==> src/rtl/SH7604_PKG.sv <==
// Shared types and constants for the instruction/data bus arbiter.
// Masters: index 0 = CPU/cache, 1 = DMA ch0, 2 = DMA ch1.
package SH7604_PKG;

    typedef enum logic [1:0] {
        ST_IDLE   = 2'd0,
        ST_OWN    = 2'd1,
        ST_LOCKED = 2'd2
    } arb_state_t;

    localparam logic [1:0] GNT_NONE = 2'd0;
    localparam logic [1:0] GNT_C    = 2'd1;
    localparam logic [1:0] GNT_D0   = 2'd2;
    localparam logic [1:0] GNT_D1   = 2'd3;

    localparam int NUM_M = 3;

    // One master's view of the bus request.
    typedef struct packed {
        logic [31:0] a;
        logic [31:0] wdata;
        logic [3:0]  ba;
        logic        we;
        logic        req;
        logic        lock;
    } ibus_req_t;

endpackage

==> src/rtl/IBUS_ARB_PRI.sv <==
// Combinational winner selection for the bus arbiter.
// With IBUS_ARB_RR_EN defined, D0/D1 ties go to the channel not served last.
module IBUS_ARB_PRI
    import SH7604_PKG::*;
(
    input  logic [2:0] REQ,       // {D1, D0, C}
    input  logic       CPU_TURN,
    input  logic       RR_PTR,    // 1: D1 was the last DMA channel granted
    output logic [1:0] GNT
);

`ifdef IBUS_ARB_RR_EN
    localparam bit RR_EN = 1'b1;
`else
    localparam bit RR_EN = 1'b0;
`endif

    always_comb begin
        GNT = GNT_NONE;
        if (CPU_TURN && REQ[0])
            GNT = GNT_C;
        else if (REQ[2] && REQ[1])
            GNT = (RR_EN && RR_PTR) ? GNT_D0 : GNT_D1;
        else if (REQ[2])
            GNT = GNT_D1;
        else if (REQ[1])
            GNT = GNT_D0;
        else if (REQ[0])
            GNT = GNT_C;
    end

endmodule

==> src/rtl/ibus_arb.sv <==
// Three-master bus arbiter (CPU, DMA0, DMA1) onto one slave port, with bus lock
// and CPU cycle-steal after DMA accesses. Optional macro: IBUS_ARB_RR_EN.
module ibus_arb
    import SH7604_PKG::*;
(
    input  logic        CLK,
    input  logic        RST,
    input  logic        CE_R,
    input  logic [31:0] C_A,
    input  logic [31:0] C_DO,
    input  logic [3:0]  C_BA,
    input  logic        C_WE,
    input  logic        C_REQ,
    input  logic        C_LOCK,
    output logic        C_WAIT,
    input  logic [31:0] D0_A,
    input  logic [31:0] D0_DO,
    input  logic [3:0]  D0_BA,
    input  logic        D0_WE,
    input  logic        D0_REQ,
    input  logic        D0_LOCK,
    output logic        D0_WAIT,
    input  logic [31:0] D1_A,
    input  logic [31:0] D1_DO,
    input  logic [3:0]  D1_BA,
    input  logic        D1_WE,
    input  logic        D1_REQ,
    input  logic        D1_LOCK,
    output logic        D1_WAIT,
    output logic [31:0] M_DI,
    output logic [31:0] S_A,
    output logic [31:0] S_DO,
    output logic [3:0]  S_BA,
    output logic        S_WE,
    output logic        S_REQ,
    output logic        S_LOCK,
    input  logic [31:0] S_DI,
    input  logic        S_WAIT,
    output logic [1:0]  GNT
);

    arb_state_t           state, state_n;
    logic [1:0]           gnt, gnt_n, win;
    logic                 cpu_turn, cpu_turn_n, pri_turn;
    logic                 rr_ptr, rr_ptr_n;
    logic                 done, dma_done, arb;
    ibus_req_t [NUM_M-1:0] mreq;
    ibus_req_t            sel;

    assign mreq[0] = '{a: C_A,  wdata: C_DO,  ba: C_BA,  we: C_WE,  req: C_REQ,  lock: C_LOCK};
    assign mreq[1] = '{a: D0_A, wdata: D0_DO, ba: D0_BA, we: D0_WE, req: D0_REQ, lock: D0_LOCK};
    assign mreq[2] = '{a: D1_A, wdata: D1_DO, ba: D1_BA, we: D1_WE, req: D1_REQ, lock: D1_LOCK};

    always_comb begin
        sel = '0;
        case (gnt)
            GNT_C:   sel = mreq[0];
            GNT_D0:  sel = mreq[1];
            GNT_D1:  sel = mreq[2];
            default: sel = '0;
        endcase
    end

    assign S_A    = sel.a;
    assign S_DO   = sel.wdata;
    assign S_BA   = sel.ba;
    assign S_WE   = sel.we;
    assign S_REQ  = sel.req;
    assign S_LOCK = sel.lock;
    assign M_DI   = S_DI;
    assign GNT    = gnt;

    assign C_WAIT  = C_REQ  & ~((gnt == GNT_C)  & ~S_WAIT);
    assign D0_WAIT = D0_REQ & ~((gnt == GNT_D0) & ~S_WAIT);
    assign D1_WAIT = D1_REQ & ~((gnt == GNT_D1) & ~S_WAIT);

    assign done     = S_REQ & ~S_WAIT;
    assign dma_done = done & ((gnt == GNT_D0) | (gnt == GNT_D1));
    // A DMA access finishing this cycle already entitles C to the re-arbitration.
    assign pri_turn = cpu_turn | dma_done;

    IBUS_ARB_PRI u_pri (
        .REQ      ({D1_REQ, D0_REQ, C_REQ}),
        .CPU_TURN (pri_turn),
        .RR_PTR   (rr_ptr),
        .GNT      (win)
    );

    always_comb begin
        state_n    = state;
        gnt_n      = gnt;
        cpu_turn_n = cpu_turn;
        rr_ptr_n   = rr_ptr;
        arb        = 1'b0;
        case (state)
            ST_IDLE: arb = C_REQ | D0_REQ | D1_REQ;
            ST_OWN: begin
                if (done) begin
                    if (sel.lock) state_n = ST_LOCKED;
                    else          arb     = 1'b1;
                end else if (!sel.req) begin
                    state_n = ST_IDLE;
                    gnt_n   = GNT_NONE;
                end
            end
            ST_LOCKED: arb = done & ~sel.lock;
            default: begin
                state_n = ST_IDLE;
                gnt_n   = GNT_NONE;
            end
        endcase
        if (dma_done) cpu_turn_n = 1'b1;
        if (arb) begin
            gnt_n   = win;
            state_n = (win == GNT_NONE) ? ST_IDLE : ST_OWN;
            if (win == GNT_C)  cpu_turn_n = 1'b0;
            if (win == GNT_D0) rr_ptr_n   = 1'b0;
            if (win == GNT_D1) rr_ptr_n   = 1'b1;
        end
    end

    always_ff @(posedge CLK) begin
        if (RST) begin
            state    <= ST_IDLE;
            gnt      <= GNT_NONE;
            cpu_turn <= 1'b0;
            rr_ptr   <= 1'b0;
        end else if (CE_R) begin
            state    <= state_n;
            gnt      <= gnt_n;
            cpu_turn <= cpu_turn_n;
            rr_ptr   <= rr_ptr_n;
        end
    end

endmodule

==> config.mk <==
export PLATFORM = sky130hd
export DESIGN_NAME = ibus_arb
export DESIGN_NICKNAME = d
export VERILOG_FILES = /design/src/rtl/SH7604_PKG.sv /design/src/rtl/IBUS_ARB_PRI.sv /design/src/rtl/ibus_arb.sv
export SDC_FILE = /design/constraint.sdc
export NUM_CORES = 1
export LEC_CHECK = 0
export CAP_MARGIN = 20
export CORE_AREA = 8 8 133 135
export CTS_BUF_LIST = sky130_fd_sc_hd__clkbuf_2 sky130_fd_sc_hd__clkbuf_4 sky130_fd_sc_hd__clkbuf_8
export DETAILED_ROUTE_END_ITERATION = 12
export DIE_AREA = 0 0 141 143
export PLACE_DENSITY_LB_ADDON = 0.05
export SYNTH_ARGS = -nofsm -noshare
export SYNTH_HDL_FRONTEND = slang
export SYNTH_SLANG_ARGS = --single-unit
==> constraint.sdc <==
create_clock -name CLK -period 2.2 [get_ports CLK]
set_input_delay 0.22 -clock CLK [delete_from_list [all_inputs] [get_ports CLK]]
set_output_delay 0.22 -clock CLK [all_outputs]
set_load 0.01 [all_outputs]
==> Yosys cells after proc, flatten, opt, wreduce, memory -nomap -nowiden <==
Index checks and enable logic that the tools add are counted.
{ "classes": {"n_mux": 21, "n_eq_ne": 11, "bitwise": 18, "reduce_logical": 7} }
{ "ops": {"columns": ["cell", "count"], "rows": [
  ["case mux 71 bit (3 select lines)", 1],
  ["2-to-1 mux 2 bit", 10],
  ["bitwise AND 1 bit", 9],
  ["!= test 4 bit (second input constant)", 2],
  ["case mux 2 bit (2 select lines)", 2],
  ["AND reduction 4 bit", 2],
  ["2-to-1 mux 1 bit", 7],
  ["equality test 2 x 1 -> 1 bit (second input constant)", 3],
  ["equality test 2 bit (second input constant)", 3],
  ["!= test 3 bit (second input constant)", 2],
  ["NOT 1 bit", 5],
  ["zero test 2 bit", 2],
  ["OR 1 bit", 4],
  ["case mux 1 bit (3 select lines)", 1],
  ["logical AND 1 bit", 2],
  ["!= test 2 x 1 -> 1 bit (second input constant)", 1],
  ["OR reduction 2 bit", 1]
]} }
{ "totals": {"output_inout_bits": 108, "inputBits": 249, "reg_bits": 5} }

==> Logic depth before layout (Yosys ltp) <==
{ "logic_depth": {"word_depth": 10, "ltp_mapped": 7, "ltp_nobuf": 7} }

==> Modules after synthesis <==
From an unflattened synthesis, not the netlist that was laid out.
{ "hier_totals": {"cells_unflattened": 323, "area_unflattened_um2": 2153.3} }
{ "by_module_without_submodules": {"columns": ["module", "area_each_um2", "cells_per_inst", "n_inst"], "rows": [
  ["ibus_arb", 2130.8, 319, 1],
  ["IBUS_ARB_PRI", 22.5, 4, 1]
]} }

==> Worst setup path after synthesis <==
Ideal clock, no wire load.
{ "synth_timing": {"kind": "register to output", "startpoint": "register gnt[1] (netlist: GNT[1])", "endpoint": "output S_A[0]", "arrival_time_ns": 1.496, "setup_slack_ns": 0.484, "path_buffers": 3, "path_stages_with_launch": 7, "path_cell_list": "dfxtp_1 nor2b_1 buf_2 clkbuf_1 buf_1 nand2_1 o21ai_1"} }
{ "synth_via": {"elab_chain_len": 2, "word_cells_on_any_way": 4, "cone_classes": "eq/ne: 3; mux: 1"} }
{ "synth_lines": {"columns": ["element", "line_no", "text"], "rows": [
  ["start: declaration", "ibus_arb.sv:43", "logic [1:0] gnt, gnt_n, win;"],
  ["start signal: assignment", "ibus_arb.sv:130", "gnt <= gnt_n;"],
  ["equality test 2 bit / equality test 2 x 1 -> 1 bit (equally long branches)", "ibus_arb.sv:56", "case (gnt)"],
  ["case mux 71 bit (3 select lines) *", "ibus_arb.sv:56", null],
  ["end: declaration", "ibus_arb.sv:31", "output logic [31:0] S_A,"]
]} }
Every way passes the cells marked *; elsewhere a longest branch is shown, timed or not.

==> Worst setup path in the final report <==
{ "layout_timing": {"startpoint": "register gnt[1] (netlist: GNT[1])", "endpoint": "output S_BA[1]"} }
{ "layout_via": {"elab_chain_len": 2, "word_cells_on_any_way": 4, "cone_classes": "eq/ne: 3; mux: 1"} }
{ "layout_lines": {"columns": ["element", "line_no", "text"], "rows": [
  ["equality test 2 bit / equality test 2 x 1 -> 1 bit (equally long branches)", "ibus_arb.sv:56", null],
  ["case mux 71 bit (3 select lines) *", "ibus_arb.sv:56", null],
  ["end: declaration", "ibus_arb.sv:33", "output logic [3:0] S_BA,"]
]} }
Marked as above.

==> impl_metrics.csv <==
group,metric,value,unit
clock_network,clkTransAtPathRegs,0.04,ns
sta,rsz0062_at_grt,"false",
finish,n_antenna_cell,0,
finish,multi_input_area,1654,um2
clock_network,postCtsResizedCells,0,
global_route,grtUsageTotal,12.95,%
finish,final_cell_area,5157,um2
routing,antenna_left,0,
sta,tightest_slew,0.5319,ns
place,hpwl,11980,um
routing,drt_iter0_drc,56,
clock_network,h-tree-depth,1,
synth,yosysTopAreaCell,"mux2i_1",
global_route,use_met1,12.80,%
place,io_buffers,292,
floorplan,rows,46,
pwr,power_leakage,0.001776,uW
global_route,grt_pass1_wl,20290,um
global_route,antenna_found_initial,0,
synth,ys_async_sr_fraction,0,%
floorplan,die_w,141,um
synth,synth_cell_types,33,
synth,synth_edf_count,0,
floorplan,start_util,13.50,%
critical_path,worstPathArrival,1.88,ns
place,place.gp.congestion,0.8470,
finish,area_growth,144.9,%
synth,synth_area_leaders,"mux2i_1, o21ai_1, nand2_1, buf_4, dfxtp_1",
synth,ys.flop_type,"dfxtp_1",
synth,syn-cell-area,2106,um2
status,status,"completed",
finish,seqCellArea,103.9,um2
clock_network,postCtsSetupRepairBufs,0,
synth,synth.avg_cell_area,6.685,um2
sta,fin_worst_skew,0.003051,ns
clock_network,clk_latency,0.23,ns
finish,final_nets,823,
floorplan,die_y,143,um
sta,timing.fmax,476.8,MHz
synth,synth_commonest_cells,"mux2i_1, nand2_1, o21ai_1",
clock_network,cts_buffers,3,
sta,slew_viol_final,0,
sta,relSlewSlack,64.54,%
pwr,p_switching,592.5,uW
clock_network,cts_tree,"built",
flow_run,cap_violations,0,
sta,finalSetupViolations,0,
clock_network,cts_hold_buf,0,
place,placedInstanceArea,5109,um2
sta,fin_setup_tns,0,ns
routing,routed_wl,14170,um
finish,drive_above_1_share,4.394,%
clock_network,clock_sinks,5,
sta,fin_crit,2.097,ns
synth,syn_inst,315,
routing,dr.pass1.iters,4,
pwr,comb_power_share,81.8,%
critical_path,startpoint_type,"flip-flop",
critical_path,cp_max_fo,46,
critical_path,crit_type,"flip-flop to output pin",
pwr,p_seq_share,6.7,%
synth,ys_seq_area_share,4.753,%
global_route,grt-ovfl-total,0,
synth,synth_top_area_share,33.75,%
global_route,grt.met2_usage,25.44,%
synth,ys_warn_count,0,
finish,fillers,1670,
synth,synth_fp_nets,568,
global_route,grt_max_degree,47,
synth,ys_seq_elements,5,
sta,hold_viol,0,
clock_network,ctsLongestPathBuffers,2,
clock_network,cts_root_buf,"clkbuf_8",
global_route,gr-usage-met3,5.075,%
pwr,p_clk_share,11.5,%
critical_path,end_kind,"output pin",
floorplan,ios,357,
critical_path,crit_required,1.98,ns
pwr,p_int,1055,uW
global_route,grt_pass1_vias,3317,
global_route,busiest_layer,"met2",
floorplan,dieArea,20160,um2
min_path,hp-class,"input port to output pin",
routing,vias,3167,
floorplan,core,15600,um2
pwr,sw_frac_of_total,35.95,%
pwr,worst_ir_drop_vdd,164.2,uV
pwr,p_per_area,319.5,nW/um2
routing,vias_per_cell,4.034,
sta,post-route-period-util,95.34,%
routing,remaining_drc_errors,0,
routing,avgRoutedWirePerCell,18.05,um
logic make-up after synthesis:
family | count (synthesis) | share of synthesized area, %
adders and majority gates | 4 | 2.377
AOI/OAI and AO/OA | 88 | 24.48
buffers and inverters | 61 | 17.05
DFF | 5 | 4.754
and+or+nand+nor | 84 | 16.52
muxes | 73 | 34.82
cells in the final DEF (no fill, tap or decap), drive strengths merged, types with 2 or more instances in the layout:
| master | count |
|---|---|
| o21a | 2 |
| mux2 | 2 |
| inv | 6 |
| mux2i | 71 |
| buf | 13 |
| a2111oi | 2 |
| clkdlybuf4s50 | 292 |
| nor2 | 3 |
| o21ai | 73 |
| nor2b | 2 |
| nand2b | 2 |
| dfxtp | 5 |
| nand2 | 71 |
| ha | 4 |
| nor3b | 3 |
| a22o | 3 |
| clkbuf | 4 |
final timing paths:
| kind | from | to | slack (ns) | cells after the start |
|---|---|---|---|---|
| setup / recovery | GNT[1] | S_BA[1] | 0.10 | 5 |
| hold / removal | S_DI[6] | M_DI[6] | 0.44 | 0 |
| setup reg to reg | state[0] | GNT[1] | 0.35 | 6 |
| hold reg to reg | cpu_turn | cpu_turn | 0.54 | 2 |
power by group through the flow:
stage / Sequential, uW / Combinational, uW / Clock, uW
2_1_floorplan: 110 / 565 / 0
3_3_place_gp: 112 / 1370 / 0
3_5_place_dp: 112 / 1370 / 0
4_1_cts: 111 / 1380 / 194
5_1_grt: 113 / 1450 / 198
6_report: 110 / 1350 / 189
layer usage:
| metal | vias to the layer above | part of all wire [%] |
|---|---|---|
| met1 | 1409 | 35 |
| met4 | 0 | 0.72 |
| met3 | 10 | 10 |
| li1 | 1579 | - |
| met2 | 169 | 54 |
| met5 | - | 0 |
flip-flops by register name, indices dropped and copies added, names as in the netlist:
register	cells
cpu_turn	1
state	2
GNT	2
through the flow:
| step | setup slack, ns | util (%) | cells | hold WS, ns | power, uW |
|---|---|---|---|---|---|
| floorplan | 0.4839 | - | 315 | 0.2889 | 674.5 |
| global placement | 0.2279 | 32.75 | 781 | 0.4401 | 1479 |
| detailed placement | 0.2181 | 32.75 | 781 | 0.4401 | 1482 |
| CTS | 0.08376 | 33.07 | 785 | 0.4401 | 1682 |
| global route | 0.005028 | 33.07 | 785 | 0.4400 | 1759 |
| finish | 0.1026 | 33.07 | 785 | 0.4400 | 1648 |
critical path: stages, from the launching register on:
cell and delay (ns):
dfxtp_4 0.40, nor2b_4 0.22, buf_12 0.26, nand2_1 0.08, o21ai_1 0.07, clkdlybuf4s50_1 0.60
cell type report:
type                       count  area share, %
timing repair buffer         305          59.29
multi-input combinational    249          32.07
tap                          216          5.240
inverter                       6         0.4367
sequential                     5          2.014
clock buffer                   4         0.9461
No activity file was read; power rests on OpenSTA's default activity.
